### config.mk
export PLATFORM = sky130hd
export DESIGN_NAME = conv1d_pe_flat
export DESIGN_NICKNAME = d
export VERILOG_FILES = /design/src/rtl/conv1d_pe_if.sv /design/src/rtl/conv1d_pe.sv /design/src/flat_wrapper.sv
export SDC_FILE = /design/constraint.sdc
export NUM_CORES = 1
export LEC_CHECK = 0
export CORE_MARGIN = 5
export CORE_UTILIZATION = 35
export CTS_BUF_LIST = sky130_fd_sc_hd__clkbuf_8
export DETAILED_ROUTE_END_ITERATION = 10
export DONT_BUFFER_PORTS = 1
export SYNTH_ARGS = -nofsm -noshare
export SYNTH_HDL_FRONTEND = slang
export SYNTH_SLANG_ARGS = --single-unit
### constraint.sdc
create_clock -name clk -period 3.3 [get_ports clk]
set_input_delay 0.165 -clock clk [delete_from_list [all_inputs] [get_ports clk]]
set_output_delay 0.165 -clock clk [all_outputs]
set_load 0.01 [all_outputs]
### src/rtl/conv1d_pe_if.sv
// conv1d_pe_if: bundles the filter-load, input-window and result handshake
// signals of conv1d_pe.
//   master : side that drives filters/windows and consumes results
//   slave  : the processing element itself
interface conv1d_pe_if #(
  parameter int DW   = 2,
  parameter int TAPS = 3,
  parameter int NOUT = 3,
  parameter int OW   = 2
) ();
  logic                       flt_load;
  logic [TAPS*DW-1:0]         flt_in;
  logic                       in_valid;
  logic                       in_ready;
  logic [(NOUT+TAPS-1)*DW-1:0] in_data;
  logic                       out_valid;
  logic                       out_ready;
  logic [NOUT*OW-1:0]         out_data;
  logic [NOUT-1:0]            ovf;

  modport master (
    output flt_load, flt_in, in_valid, in_data, out_ready,
    input  in_ready, out_valid, out_data, ovf
  );

  modport slave (
    input  flt_load, flt_in, in_valid, in_data, out_ready,
    output in_ready, out_valid, out_data, ovf
  );
endinterface

### src/rtl/conv1d_pe.sv
// conv1d_pe: 1-D convolution processing element. Each accepted window of
// NOUT+TAPS-1 samples produces NOUT output lanes, lane k = sum x[k+t]*f[t].
// Two pipeline stages: stage 1 holds all products, stage 2 holds the
// registered sums (truncated or saturated to OW bits) and overflow flags.
// Ports:
//   clk  - clock, rising edge
//   rst  - synchronous active-high reset
//   bus  - conv1d_pe_if.slave: flt_load/flt_in, in_valid/in_ready/in_data,
//          out_valid/out_ready/out_data/ovf
//
// state | meaning
// NOFLT | no filter loaded since reset; windows are refused
// RUN   | filter loaded; windows accepted subject to back-pressure
module conv1d_pe #(
  parameter int DW   = 2,
  parameter int TAPS = 3,
  parameter int NOUT = 3,
  parameter int OW   = 2,
  parameter int SAT  = 0
) (
  input logic         clk,
  input logic         rst,
  conv1d_pe_if.slave  bus
);
  localparam int PW = 2 * DW;
  localparam int SW = PW + $clog2(TAPS);
  // One spare bit above max(SW, OW) so 2^OW-1 and the full sum both fit.
  localparam int CW = ((SW > OW) ? SW : OW) + 1;
  localparam logic [CW-1:0] OMAX = (CW'(1) << OW) - CW'(1);

  typedef enum logic {NOFLT, RUN} state_t;

  state_t                state_q, state_d;
  logic [TAPS*DW-1:0]    flt_q;
  logic                  s1_valid, s2_valid;
  logic                  s1_adv, accept, in_ready_c;
  logic [PW-1:0]         prod_d [NOUT][TAPS];
  logic [PW-1:0]         prod_q [NOUT][TAPS];
  logic [NOUT*OW-1:0]    data_d, data_q;
  logic [NOUT-1:0]       ovf_d, ovf_q;

  always_ff @(posedge clk) begin
    if (rst) state_q <= NOFLT;
    else     state_q <= state_d;
  end

  always_comb begin
    state_d    = state_q;
    in_ready_c = 1'b0;
    s1_adv     = s1_valid && (!s2_valid || bus.out_ready);
    case (state_q)
      NOFLT: if (bus.flt_load) state_d = RUN;
      RUN:   in_ready_c = !bus.flt_load && (!s1_valid || s1_adv);
      default: state_d = NOFLT;
    endcase
  end

  assign accept = bus.in_valid && in_ready_c;

  // Products use the filter register as it stands before this edge, so a
  // load never affects a window accepted in the same or an earlier cycle.
  always_comb begin
    for (int k = 0; k < NOUT; k++) begin
      for (int t = 0; t < TAPS; t++) begin
        prod_d[k][t] = PW'(bus.in_data[(k+t)*DW +: DW]) * PW'(flt_q[t*DW +: DW]);
      end
    end
  end

  always_comb begin
    logic [CW-1:0] sum;
    data_d = '0;
    ovf_d  = '0;
    sum    = '0;
    for (int k = 0; k < NOUT; k++) begin
      sum = '0;
      for (int t = 0; t < TAPS; t++) begin
        sum = sum + CW'(prod_q[k][t]);
      end
      ovf_d[k] = (sum > OMAX);
      if ((SAT != 0) && ovf_d[k]) data_d[k*OW +: OW] = {OW{1'b1}};
      else                        data_d[k*OW +: OW] = sum[OW-1:0];
    end
  end

  always_ff @(posedge clk) begin
    if (!rst && accept) prod_q <= prod_d;
  end

  always_ff @(posedge clk) begin
    if (rst) begin
      flt_q    <= '0;
      s1_valid <= 1'b0;
      s2_valid <= 1'b0;
      data_q   <= '0;
      ovf_q    <= '0;
    end else begin
      if (bus.flt_load) flt_q <= bus.flt_in;

      if (accept)      s1_valid <= 1'b1;
      else if (s1_adv) s1_valid <= 1'b0;

      if (s1_adv) begin
        s2_valid <= 1'b1;
        data_q   <= data_d;
        ovf_q    <= ovf_d;
      end else if (bus.out_ready) begin
        s2_valid <= 1'b0;
      end
    end
  end

  assign bus.in_ready  = in_ready_c;
  assign bus.out_valid = s2_valid;
  assign bus.out_data  = data_q;
  assign bus.ovf       = ovf_q;
endmodule

### src/flat_wrapper.sv
// flat-port wrapper written by rule: the top's interface ports become plain ports
module conv1d_pe_flat 
#(
  parameter int DW   = 2,
  parameter int TAPS = 3,
  parameter int NOUT = 3,
  parameter int OW   = 2,
  parameter int SAT  = 0
)
  (clk, rst, bus_flt_load, bus_flt_in, bus_in_valid, bus_in_data, bus_out_ready, bus_in_ready, bus_out_valid, bus_out_data, bus_ovf);
  conv1d_pe_if #(.DW(DW), .TAPS(TAPS), .NOUT(NOUT), .OW(OW)) bus_i ();
  input logic clk;
  input logic rst;
  input wire logic [$bits(bus_i.flt_load)-1:0] bus_flt_load;
  input wire logic [$bits(bus_i.flt_in)-1:0] bus_flt_in;
  input wire logic [$bits(bus_i.in_valid)-1:0] bus_in_valid;
  input wire logic [$bits(bus_i.in_data)-1:0] bus_in_data;
  input wire logic [$bits(bus_i.out_ready)-1:0] bus_out_ready;
  output wire logic [$bits(bus_i.in_ready)-1:0] bus_in_ready;
  output wire logic [$bits(bus_i.out_valid)-1:0] bus_out_valid;
  output wire logic [$bits(bus_i.out_data)-1:0] bus_out_data;
  output wire logic [$bits(bus_i.ovf)-1:0] bus_ovf;
  assign bus_i.flt_load = bus_flt_load;
  assign bus_i.flt_in = bus_flt_in;
  assign bus_i.in_valid = bus_in_valid;
  assign bus_i.in_data = bus_in_data;
  assign bus_i.out_ready = bus_out_ready;
  assign bus_in_ready = bus_i.in_ready;
  assign bus_out_valid = bus_i.out_valid;
  assign bus_out_data = bus_i.out_data;
  assign bus_ovf = bus_i.ovf;
  conv1d_pe #(.DW(DW), .TAPS(TAPS), .NOUT(NOUT), .OW(OW), .SAT(SAT)) u_core (.clk(clk), .rst(rst), .bus(bus_i));
endmodule
# [Word-level counts from Yosys, hierarchy flattened]
# Cells that the tools add are included.
[word_totals] output_inout_bits=11 inputBits=21 ff_bits=54
[classes] order_cmp=3 mux=7 n_mul=9 n_reduce_logical=12 addsub=6
[op_table] operator="multiplier 2 x 2 -> 4 bit" n=9
[op_table] operator="adder 7 x 4 -> 7 bit" n=3
[op_table] operator="greater-than comparator 7 x 2 -> 1 bit (second input constant)" n=3
[op_table] operator="adder 4 x 4 -> 5 bit" n=3
[op_table] operator="two-way mux 1 bit" n=7
[op_table] operator="logical AND 1 bit" n=4
[op_table] operator="logical NOT 1 bit" n=4
[op_table] operator="nonzero test 2 bit" n=2
[op_table] operator="logical OR 1 bit" n=2

# [Depth between registers and ports, before layout]
# Gate-level depths: netlist of the first run.
[depth] word_depth=8 mapped_depth=8 ltp_nobuf=8

# [Worst setup path before layout of the first run]
# No wires, ideal clock.
[synth_timing] path_type="register -> register" from="register u_core.prod_q[5] (netlist bit)" to="register u_core.ovf_q[2], in the netlist u_core.bus.ovf[2]" stages_incl_launch_ff=9 path_buffers=0 setup_slack_ps=1096 required_ps=3169 t_arrival_ps=2074 path_cell_list="edfxtp_1 ha_1 a21o_1 a21oi_1 xnor2_1 ha_1 or4_1 a21oi_1 a311oi_1"
[synth_via] elab_chain_len=3
[synth_rtl] item="from (decl)" line="conv1d_pe.sv:38" text="logic [PW-1:0] prod_q [NOUT][TAPS];"
[synth_rtl] item="from (signal assigned)" line="conv1d_pe.sv:87" text="if (!rst && accept) prod_q <= prod_d;"
[synth_rtl] item="adder 4 x 4 -> 5 bit" line="conv1d_pe.sv:78" text="sum = sum + CW'(prod_q[k][t]);"
[synth_rtl] item="adder 7 x 4 -> 7 bit" line="conv1d_pe.sv:78"
[synth_rtl] item="greater-than comparator 7 x 2 -> 1 bit" line="conv1d_pe.sv:80" text="ovf_d[k] = (sum > OMAX);"
[synth_rtl] item="to (signal assigned)" line="conv1d_pe.sv:106" text="ovf_q <= ovf_d;"
[synth_rtl] item="to (decl)" line="conv1d_pe.sv:40" text="logic [NOUT-1:0] ovf_d, ovf_q;"
# Every way passes these cells.
# A chain may end at the register's enable or synchronous reset.

# [Worst setup path after layout of the first run]
[layout_timing] from="register u_core.prod_q[29] (netlist bit)" to="register u_core.ovf_q[0], in the netlist u_core.bus.ovf[0]"
# The elaborated chain is that of the path after synthesis.

==> results.md, run 1 <==
- GP Congestion: 0.7244
- Fraction of layout cells with a size suffix above 1: 4.329%
- Switching part of the total: 21.85%
- Post-CTS Hold Fix Bufs: 3
- Via count: 1624
- Required time of the critical path: 3.46 ns
- Yosys warnings: 0
- VDD IR max: 0.2052 mV
- Post-Syn Area: 0.002834 mm²
- Post-synthesis async set-or-reset flop share: 0%
- Num CTS Buffers: 5
- Reg clk slew, reported paths: 0.10 ns
- Syn nets: 293
- Setup crit start kind: flop
- FF+latch area: 0.001441 mm²
- Main area contributors after synthesis: edfxtp_1, ha_1, dfxtp_1
- Initial core utilization: 36.30%
- Area grow syn2layout: 8.830%
- Clk pwr share: 34.4%
- Reg2reg start: u_core.prod_q[29]$_DFFE_PP_
- Std cell rows: 32
- CTS H-tree lvls: 2
- Multi-input gate area: 0.001365 mm²
- Leak Pwr: 0.001226 µW
- ANT cells: 0
- #FFs+latches synth: 54
- Port Buffers: 0
- Clock Tree Root: clkbuf_8
- Post-synth EDFFs: 36
- Post_cts resized: 0
- Period utilization: 72.02%
- Crit-path max FO: 2
- Chip width: 99.99 µm
- Max cap viols: 0
- Finish-stage setup viols: 0
- Vias in the first global route: 1748
- CTS tree: built
- Upper clock frequency limit: 0.4207 GHz
- Seq pwr share: 58.5%
- Post-Place Cell Area: 0.002945 mm²
- Cell with the most instances after synthesis: ha_1
- Initial antenna violation count: 0
- Final Hold Vio Count: 0
- Power density over the cells: 417.8 mW/mm²
- Worst path arrival time: 2.53 ns
- Hold Path Class: input port to flop
- R2R Setup Slk: 0.92 ns
- Avg Vias per Cell: 4.877
- Dpl hpwl: 3788 µm
- Yosys cell types: 27
- Worst slack, placed: 0.9129 ns
- Die Span Y: 99.99 µm
- Synth top cells by count: ha_1, and2_1, edfxtp_1, dfxtp_1, a21oi_1
- Filler cells: 762
- Beginning of the critical path: u_core.prod_q[29]$_DFFE_PP_
- Crit path kind: flop to flop
- Skew final: 0.007433 ns
- Gate power share: 7.2%
- Clk Latency, worst-skew pair: 0.31 ns
- Drt first pass iters: 4
- Wire length per cell: 15.48 µm
- # nets final: 299
- Final setup TNS: 0 ns
- Power Internal: 1007 µW
- Aggregate routed wire length: 5154 µm
- Instance count of the mapped netlist: 224
- Cell area after layout: 0.003084 mm²
- Core area: 0.007807 mm²
- Num ports: 32
- Antenna viol nets, final: 0
- First-pass GRT wire length: 8452 µm
- CTS Buffer Depth: 2
- Slew @ Worst Pin: 0.7652 ns
- Switching power of the nets: 281.5 µW
- Area leader, netlist: edfxtp_1
- Slew Limit Headroom: 48.82%
- RSZ-0062 raised after global routing: false
- Pin count of the biggest net entering global routing: 37
- Final Max Slew Viols: 0
- Worst setup margin: 0.9233 ns
- Setup repair bufs after CTS: 0
- Starting DRT DRC Count: 58
- Sequential share of the synthesized area: 50.86%
- CP endpoint kind: flop
- Hold Slack: 0.006339 ns
- Min-delay src: bus_flt_in[1]
- Synth top area share: 38.15%
- Top FF cell, synth: edfxtp_1
- Tot GR Track Use: 10.78%
- Overflow left after global routing: 0
- Min cycle time layout: 2.377 ns
- Die area: 0.009997 mm²
- Clk sinks: 54
- Avg Inst Size Synth: 12.65 µm²
- DRC viols: 0
- Status: complete, no violations
==> power by group through the flow <==
stage          logic (µW)  clock network [µW]  registers [µW]
6_report             92.1                 443             754
5_1_grt               108                 476             757
4_1_cts              93.9                 453             754
3_5_place_dp         85.5                   0             770
3_3_place_gp         83.5                   0             770
2_1_floorplan        72.8                   0             762
==> layout make-up <==
cell class,instances,share of cell area (%)
inverters,1,0.1217
clock inverters,3,1.298
repair buffers,4,1.217
multi-input cells,164,44.26
flip-flops and latches,54,46.73
well taps,102,4.138
clock buffers,5,2.231
==> placed cells by master (no fill, tap or decap), drive strengths merged, types with 2 or more instances in the layout <==
cell type	count
ha	42
dfxtp	18
or2	2
a311oi	3
or4	3
fa	6
xor2	3
mux2i	6
nor2	9
dlygate4sd3	3
clkbuf	5
inv	3
edfxtp	36
nand3	6
o21ai	8
nand2	4
a21oi	17
xnor2	3
and2	38
a21o	8
==> metal layers <==
layer  vias up  part of all wire, %  wire [µm]  global-route usage, %
met1       759                   51       2645                  15.31
met2        31                   42       2189                  16.57
li1        829                    -          -                      -
met4         0                  1.3         67                  3.420
met5         -                    0          0                      0
met3         5                  4.9        252                  2.154
==> worst paths after layout <==
kind	to	depth (start not counted)
min	u_core.flt_q[1]$_SDFFE_PP0P_	2
min reg2reg	u_core.state_q$_SDFF_PP0_	2
max	u_core.bus.ovf[0]$_SDFFE_PP0P_	8
max reg2reg	u_core.bus.ovf[0]$_SDFFE_PP0P_	8
==> sequential cells by signal (all words and copies together) (netlist names) <==
name and cells:
u_core.s1_valid 1, u_core.bus.out_valid 1, u_core.bus.ovf 3, u_core.flt_q 6, u_core.prod_q 36, u_core.state_q 1, u_core.bus.out_data 6
==> worst max-delay path, stage by stage (launching register included) <==
cell	delay (ns)
edfxtp_1	0.44
ha_1	0.31
a21o_1	0.15
a21oi_1	0.17
xnor2_1	0.15
ha_1	0.24
or4_1	0.51
a21oi_1	0.15
a311oi_1	0.11
==> logic make-up (layout without fill, tap and decap cells) <==
group | Yosys count | in the layout | share of synthesized area (%)
AO/OA/AOI/OAI | 37 | 37 | 7.683
XOR/XNOR | 6 | 6 | 1.855
adder cells (fa/ha/maj) | 48 | 48 | 22.78
buffers and inverters | 6 | 13 | 0.9711
flip-flops | 54 | 54 | 50.86
multiplexers | 6 | 6 | 2.119
AND/OR/NAND/NOR | 67 | 67 | 13.73
==> through the flow <==
stage	utilization (%)	instances	power, µW
floorplan	-	224	834.4
global placement	37.72	322	853.1
detailed placement	37.72	322	855.3
CTS	39.50	333	1302
global route	39.50	333	1341
finish	39.50	333	1288
No activity file was read; power rests on OpenSTA's default activity.
==> run 2, diff against run 1 <==
==> constraint.sdc (replaced) <==
create_clock -name clk -period 1.95 [get_ports clk]
set_input_delay 0.0975 -clock clk [delete_from_list [all_inputs] [get_ports clk]]
set_output_delay 0.0975 -clock clk [all_outputs]
set_load 0.01 [all_outputs]
==> run 2 against run 1 <==
Net effect: the run now ends with setup timing left; clock power rose by 33%; routed wire length grew 5.2%; sequential cell count unchanged; count of clock-buffer cells in the layout stayed put; die area unchanged; worst hold slack gained 0.030 ns; register-to-register slack worse by 1.2 ns; setup slack worse by 1.2 ns.
==> results.md, run 2 (synthesis gave the netlist of run 1 again) <==
- Slew @ Worst Pin: 0.4298 ns
- Area grow syn2layout: 17.40%
- CTS tree: built
- # nets final: 322
- Met3 WL post-DR: 301 µm
- R2r worst-path depth: 8
- DRC viols: 0
- Status: complete, but fails checks
- Clk sinks: 54
- Slowest stage delay, CP: 0.53 ns
- First-pass GRT wire length: 8804 µm
- Wire length per cell: 15.22 µm
- Die Span Y: 99.99 µm
- Vias in the first global route: 1753
- Die area: 0.009997 mm²
- Num ports: 32
- Commonest non-fill, non-tap cell in the layout: ha_1
- Highest Signal Layer: met4
- Std cell rows: 32
- Min cycle time layout: 2.187 ns
- Crit-path max FO: 2
- Worst path arrival time: 2.36 ns
- Initial core utilization: 36.30%
- Clock Tree Root: clkbuf_8
- Reg clk slew, reported paths: 0.09 ns
- CTS H-tree lvls: 2
- Starting DRT DRC Count: 41
- Dpl hpwl: 3890 µm
- Filler cells: 729
- Fraction of layout cells with a size suffix above 1: 11.81%
- Worst setup margin: -0.2369 ns
- Hold EP: u_core.prod_q[4]$_DFFE_PP_
- Min-delay src: bus_in_data[6]
- RSZ-0062 raised after global routing: true
- Via count: 1712
- Final Max Slew Viols: 0
- Port Buffers: 0
- ANT cells: 0
- Max cap viols: 0
- FF+latch area: 0.001441 mm²
- Hold Path Depth: 1
- Initial antenna violation count: 0
- Worst slack, placed: -0.2845 ns
- Top reg by flops: u_core.prod_q
- Setup crit start kind: flop
- Avg Vias per Cell: 4.809
- Most frequent cells in the layout: ha_1, and2_1, edfxtp_1
- Antenna viol nets, final: 0
- Leak Pwr: 0.001340 µW
- Num CTS Buffers: 5
- Capturing point of the worst reg2reg path: u_core.bus.ovf[0]$_SDFFE_PP0P_
- Upper clock frequency limit: 0.4573 GHz
- Power density over the cells: 616.1 mW/mm²
- Crit path kind: flop to flop
- R2R Setup Slk: -0.24 ns
- Routed wl met2: 2396 µm
- Period utilization: 112.2%
- Core area: 0.007807 mm²
- Pin count of the biggest net entering global routing: 37
- Skew final: 0.003932 ns
- Final Hold Vio Count: 0
- Worst path cell trace: ha_1, a21o_1, a21oi_2, xnor2_1, ha_1, or4_4, a21oi_2, a311oi_1
- Aggregate routed wire length: 5420 µm
- CP max-delay cell: or4_4
- CTS Buffer Depth: 2
- Multi-input gate area: 0.001411 mm²
- Drt first pass iters: 4
- Placed insts: 327
- Metal-1 WL: 2658 µm
- Hold Path Class: input port to flop
- Violated checks: setup timing
- Finish-stage setup viols: 3
- Post-route insts no fill: 356
- Chip width: 99.99 µm
- CP endpoint kind: flop
- Max FFs per register: 36
- Final setup TNS: -0.6499 ns
- GP Congestion: 0.7052
- Overflow left after global routing: 0
- Clk Latency, worst-skew pair: 0.30 ns
- Reg2reg start: u_core.prod_q[29]$_DFFE_PP_
- Final Core Density: 42.61%
- Tot GR Track Use: 11.36%
- Slew Limit Headroom: 71.25%
- VDD IR max: 0.3255 mV
- Required time of the critical path: 2.13 ns
## run 2: changes by cell type in the layout (fill, tap and decap cells not counted), moves of 2 or more
| cell | before | now |
|---|---|---|
| dlygate4sd3_1 | 3 | 19 |
| a21oi_1 | 17 | 11 |
| a21oi_2 | 0 | 6 |
| buf_4 | 1 | 7 |
| fa_1 | 6 | 3 |
| fa_2 | 0 | 3 |
| ha_1 | 42 | 39 |
| ha_2 | 0 | 3 |
| inv_1 | 2 | 4 |
| or4_1 | 3 | 1 |
| or4_4 | 0 | 2 |
## run 2: layer usage
layer | vias to the layer above | GRT usage [%]
li1 | 871 | -
met1 | 806 | 15.11
met2 | 30 | 17.65
met3 | 5 | 3.892
met4 | 0 | 3.212
met5 | - | 0
## run 2: critical path, delay by kind of cell, from the launching register on
kind	cells	cell delay (ns)
xor+xnor	1	0.08
simple gates	1	0.53
flops	1	0.43
fa+ha+maj	2	0.48
compound gates	4	0.54
## run 2: worst max path at each step
| stage | from | endpoint | slack [ns] | cells past startpoint |
|---|---|---|---|---|
| final | u_core.prod_q[29]$_DFFE_PP_ | u_core.bus.ovf[0]$_SDFFE_PP0P_ | -0.24 | 8 |
| after global routing | u_core.prod_q[29]$_DFFE_PP_ | u_core.bus.ovf[0]$_SDFFE_PP0P_ | -0.31 | 8 |
| after CTS | u_core.prod_q[29]$_DFFE_PP_ | u_core.bus.ovf[0]$_SDFFE_PP0P_ | -0.26 | 7 |
| after detailed placement | u_core.prod_q[28]$_DFFE_PP_ | u_core.bus.ovf[0]$_SDFFE_PP0P_ | -0.28 | 7 |
| after global placement | u_core.prod_q[5]$_DFFE_PP_ | u_core.bus.ovf[2]$_SDFFE_PP0P_ | -0.27 | 8 |
| after floorplan | u_core.prod_q[33]$_DFFE_PP_ | u_core.bus.ovf[0]$_SDFFE_PP0P_ | -0.14 | 8 |
## run 2: per-stage QoR
stage               power [µW]  hold WS [ns]  cell area, µm²
floorplan                 1415        0.2380            2854
finish                    2050       0.03594            3327
detailed placement        1454        0.1706            3015
global placement          1451        0.1701            3015
global route              2147       0.03477            3327
CTS                       2074       0.03966            3323
## run 2: where the power goes
group / leakage (µW) / internal (µW) / switching (µW) / total, µW
registers: 0.000438 / 1250 / 26.9 / 1270
logic: 0.000849 / 105 / 84.3 / 189
clock network: 0.0000519 / 241 / 347 / 587
total: 0.00134 / 1590 / 458 / 2050
## run 2: layout make-up
class / count / share of cell area (%)
Clock buffer: 5 / 2.068
Sequential cell: 54 / 43.32
Clock inverter: 3 / 0.3385
Tap cell: 102 / 3.836
Multi-Input combinational cell: 164 / 42.42
Inverter: 1 / 0.1128
Timing Repair Buffer: 27 / 7.898
## run 2: timing repair
| item | in CTS | in global routing |
|---|---|---|
| buffers inserted | 2 | 0 |
| pin swaps | 4 | 3 |
| hold endpoints to repair | 26 | 0 |
| endpoints found under the setup margin | 3 | 4 |
| hold buffers | 19 | 0 |
| resized for setup | 7 | 1 |
==> run 3, diff against run 2 <==
--- a/config.mk
+++ b/config.mk
@@ -5,11 +5,13 @@
 export SDC_FILE = /design/constraint.sdc
 export NUM_CORES = 1
 export LEC_CHECK = 0
+export CAP_MARGIN = 30
 export CORE_MARGIN = 5
 export CORE_UTILIZATION = 35
 export CTS_BUF_LIST = sky130_fd_sc_hd__clkbuf_8
 export DETAILED_ROUTE_END_ITERATION = 10
 export DONT_BUFFER_PORTS = 1
+export RECOVER_POWER = 50
 export SYNTH_ARGS = -nofsm -noshare
 export SYNTH_HDL_FRONTEND = slang
 export SYNTH_SLANG_ARGS = --single-unit
==> run 3 against run 2 <==
Net effect: the run still ends with setup timing left; non-clock buffer count is the same; setup slack is essentially flat; final cell count is the same; count of clock-buffer cells in the layout is the same; total power is essentially flat; sequential share of layout area is the same; die area is the same; via count grew 0.35%; register-to-register slack is essentially flat; final area is the same; critical path type unchanged.
==> results.md, run 3 (synthesis gave the netlist of run 1 again) <==
- ANT cells: 0
- Crit path kind: flop to flop
- Period utilization: 112.1%
- VDD IR max: 0.3255 mV
- Dpl hpwl: 3890 µm
- Clock Tree Root: clkbuf_8
- Upper clock frequency limit: 0.4573 GHz
- Top reg by flops: u_core.prod_q
- RSZ-0062 raised after global routing: true
- Area grow syn2layout: 17.40%
- Slew Limit Headroom: 71.99%
- CTS tree: built
- Status: complete, but fails checks
- Starting DRT DRC Count: 47
- First-pass GRT wire length: 8804 µm
- Hold Slack: 0.05412 ns
- Initial antenna violation count: 0
- Num CTS Buffers: 5
- Num ports: 32
- Met1 GRT Util: 15.11%
- Overflow left after global routing: 0
- Worst path arrival time: 2.36 ns
- # nets final: 322
- Max FFs per register: 36
- Most frequent cells in the layout: ha_1, edfxtp_1, and2_1
- GP Congestion: 0.7052
- Reg clk slew, reported paths: 0.09 ns
- Final Hold Vio Count: 0
- Leak Pwr: 0.001328 µW
- Final Core Density: 42.61%
- Clk Latency, worst-skew pair: 0.30 ns
- Worst setup margin: -0.2366 ns
- Clk sinks: 54
- Drt first pass iters: 4
- CTS Buffer Depth: 2
- Commonest non-fill, non-tap cell in the layout: ha_1
- Die Span Y: 99.99 µm
- Avg Vias per Cell: 4.826
- Setup crit start kind: flop
- Final Max Slew Viols: 0
- Fraction of layout cells with a size suffix above 1: 11.81%
- Initial core utilization: 36.30%
- Std cell rows: 32
- Die area: 0.009997 mm²
- GR Util met3: 3.892%
- Violated checks: setup timing
- Hold Path Class: input port to flop
- Required time of the critical path: 2.13 ns
- Tot GR Track Use: 11.36%
- Finish-stage setup viols: 3
- Skew final: 0.004708 ns
- Antenna viol nets, final: 0
- Aggregate routed wire length: 5423 µm
- Via count: 1718
- Wire length per cell: 15.23 µm
- Slew @ Worst Pin: 0.4188 ns
- Min cycle time layout: 2.187 ns
- Port Buffers: 0
- Core area: 0.007807 mm²
- Power density over the cells: 616.5 mW/mm²
- Pin count of the biggest net entering global routing: 37
- CTS H-tree lvls: 2
- Crit-path max FO: 2
- Max cap viols: 0
- Chip width: 99.99 µm
- Final setup TNS: -0.6473 ns
- Met2 usage in global routing: 17.65%
- DRC viols: 0
- Vias in the first global route: 1753
- CP endpoint kind: flop
- Busiest layer in global routing: met2
run 3: final cells by class:
cell class,count,area (µm²)
fill,729,4481
sequential,54,1441
multi-input combinational,164,1411
timing repair buffer,27,262.8
tap,102,127.6
clock buffer,5,68.82
clock inverter,3,11.26
inverter,1,3.754
run 3: worst paths after layout:
kind	slack, ns	endpoint	startpoint	depth (start not counted)
hold / removal	0.05	u_core.prod_q[4]$_DFFE_PP_	bus_in_data[6]	1
setup reg to reg	-0.24	u_core.bus.ovf[0]$_SDFFE_PP0P_	u_core.prod_q[29]$_DFFE_PP_	8
setup / recovery	-0.24	u_core.bus.ovf[0]$_SDFFE_PP0P_	u_core.prod_q[29]$_DFFE_PP_	8
hold reg to reg	0.53	u_core.bus.out_data[1]$_SDFFE_PP0P_	u_core.bus.out_data[1]$_SDFFE_PP0P_	2
run 3: power breakdown:
group | switching [µW] | internal, µW
clock network | 349 | 241
logic | 84.3 | 104
registers | 27.2 | 1250
total | 460 | 1590
run 3: per-stage QoR:
step           worst slack (ns)  instances  total power, µW  area (µm²)
2_1_floorplan           -0.1385        224             1415        2854
3_3_place_gp            -0.2712        327             1451        3015
3_5_place_dp            -0.2845        327             1454        3015
4_1_cts                 -0.2567        356             2074        3323
5_1_grt                 -0.3142        356             2146        3327
6_report                -0.2366        356             2051        3327
run 3: timing repair:
item,4_1_cts,5_1_grt
hold buffers,19,0
pin swaps,4,3
endpoints found under the setup margin,3,4
resized for setup,7,1
setup buffers,2,0
hold endpoints to repair,26,0
run 3: routing by layer:
metal | up-vias | wire (µm)
li1 | 871 | -
met1 | 814 | 2667
met2 | 28 | 2394
met3 | 5 | 297
met4 | 0 | 63
met5 | - | 0
run 3: worst max-delay path: stages (launching register included):
cell      delay [ns]
edfxtp_1        0.43
ha_1            0.29
a21o_1          0.19
a21oi_2         0.13
xnor2_1         0.08
ha_1            0.19
or4_4           0.53
a21oi_2         0.13
a311oi_1        0.09
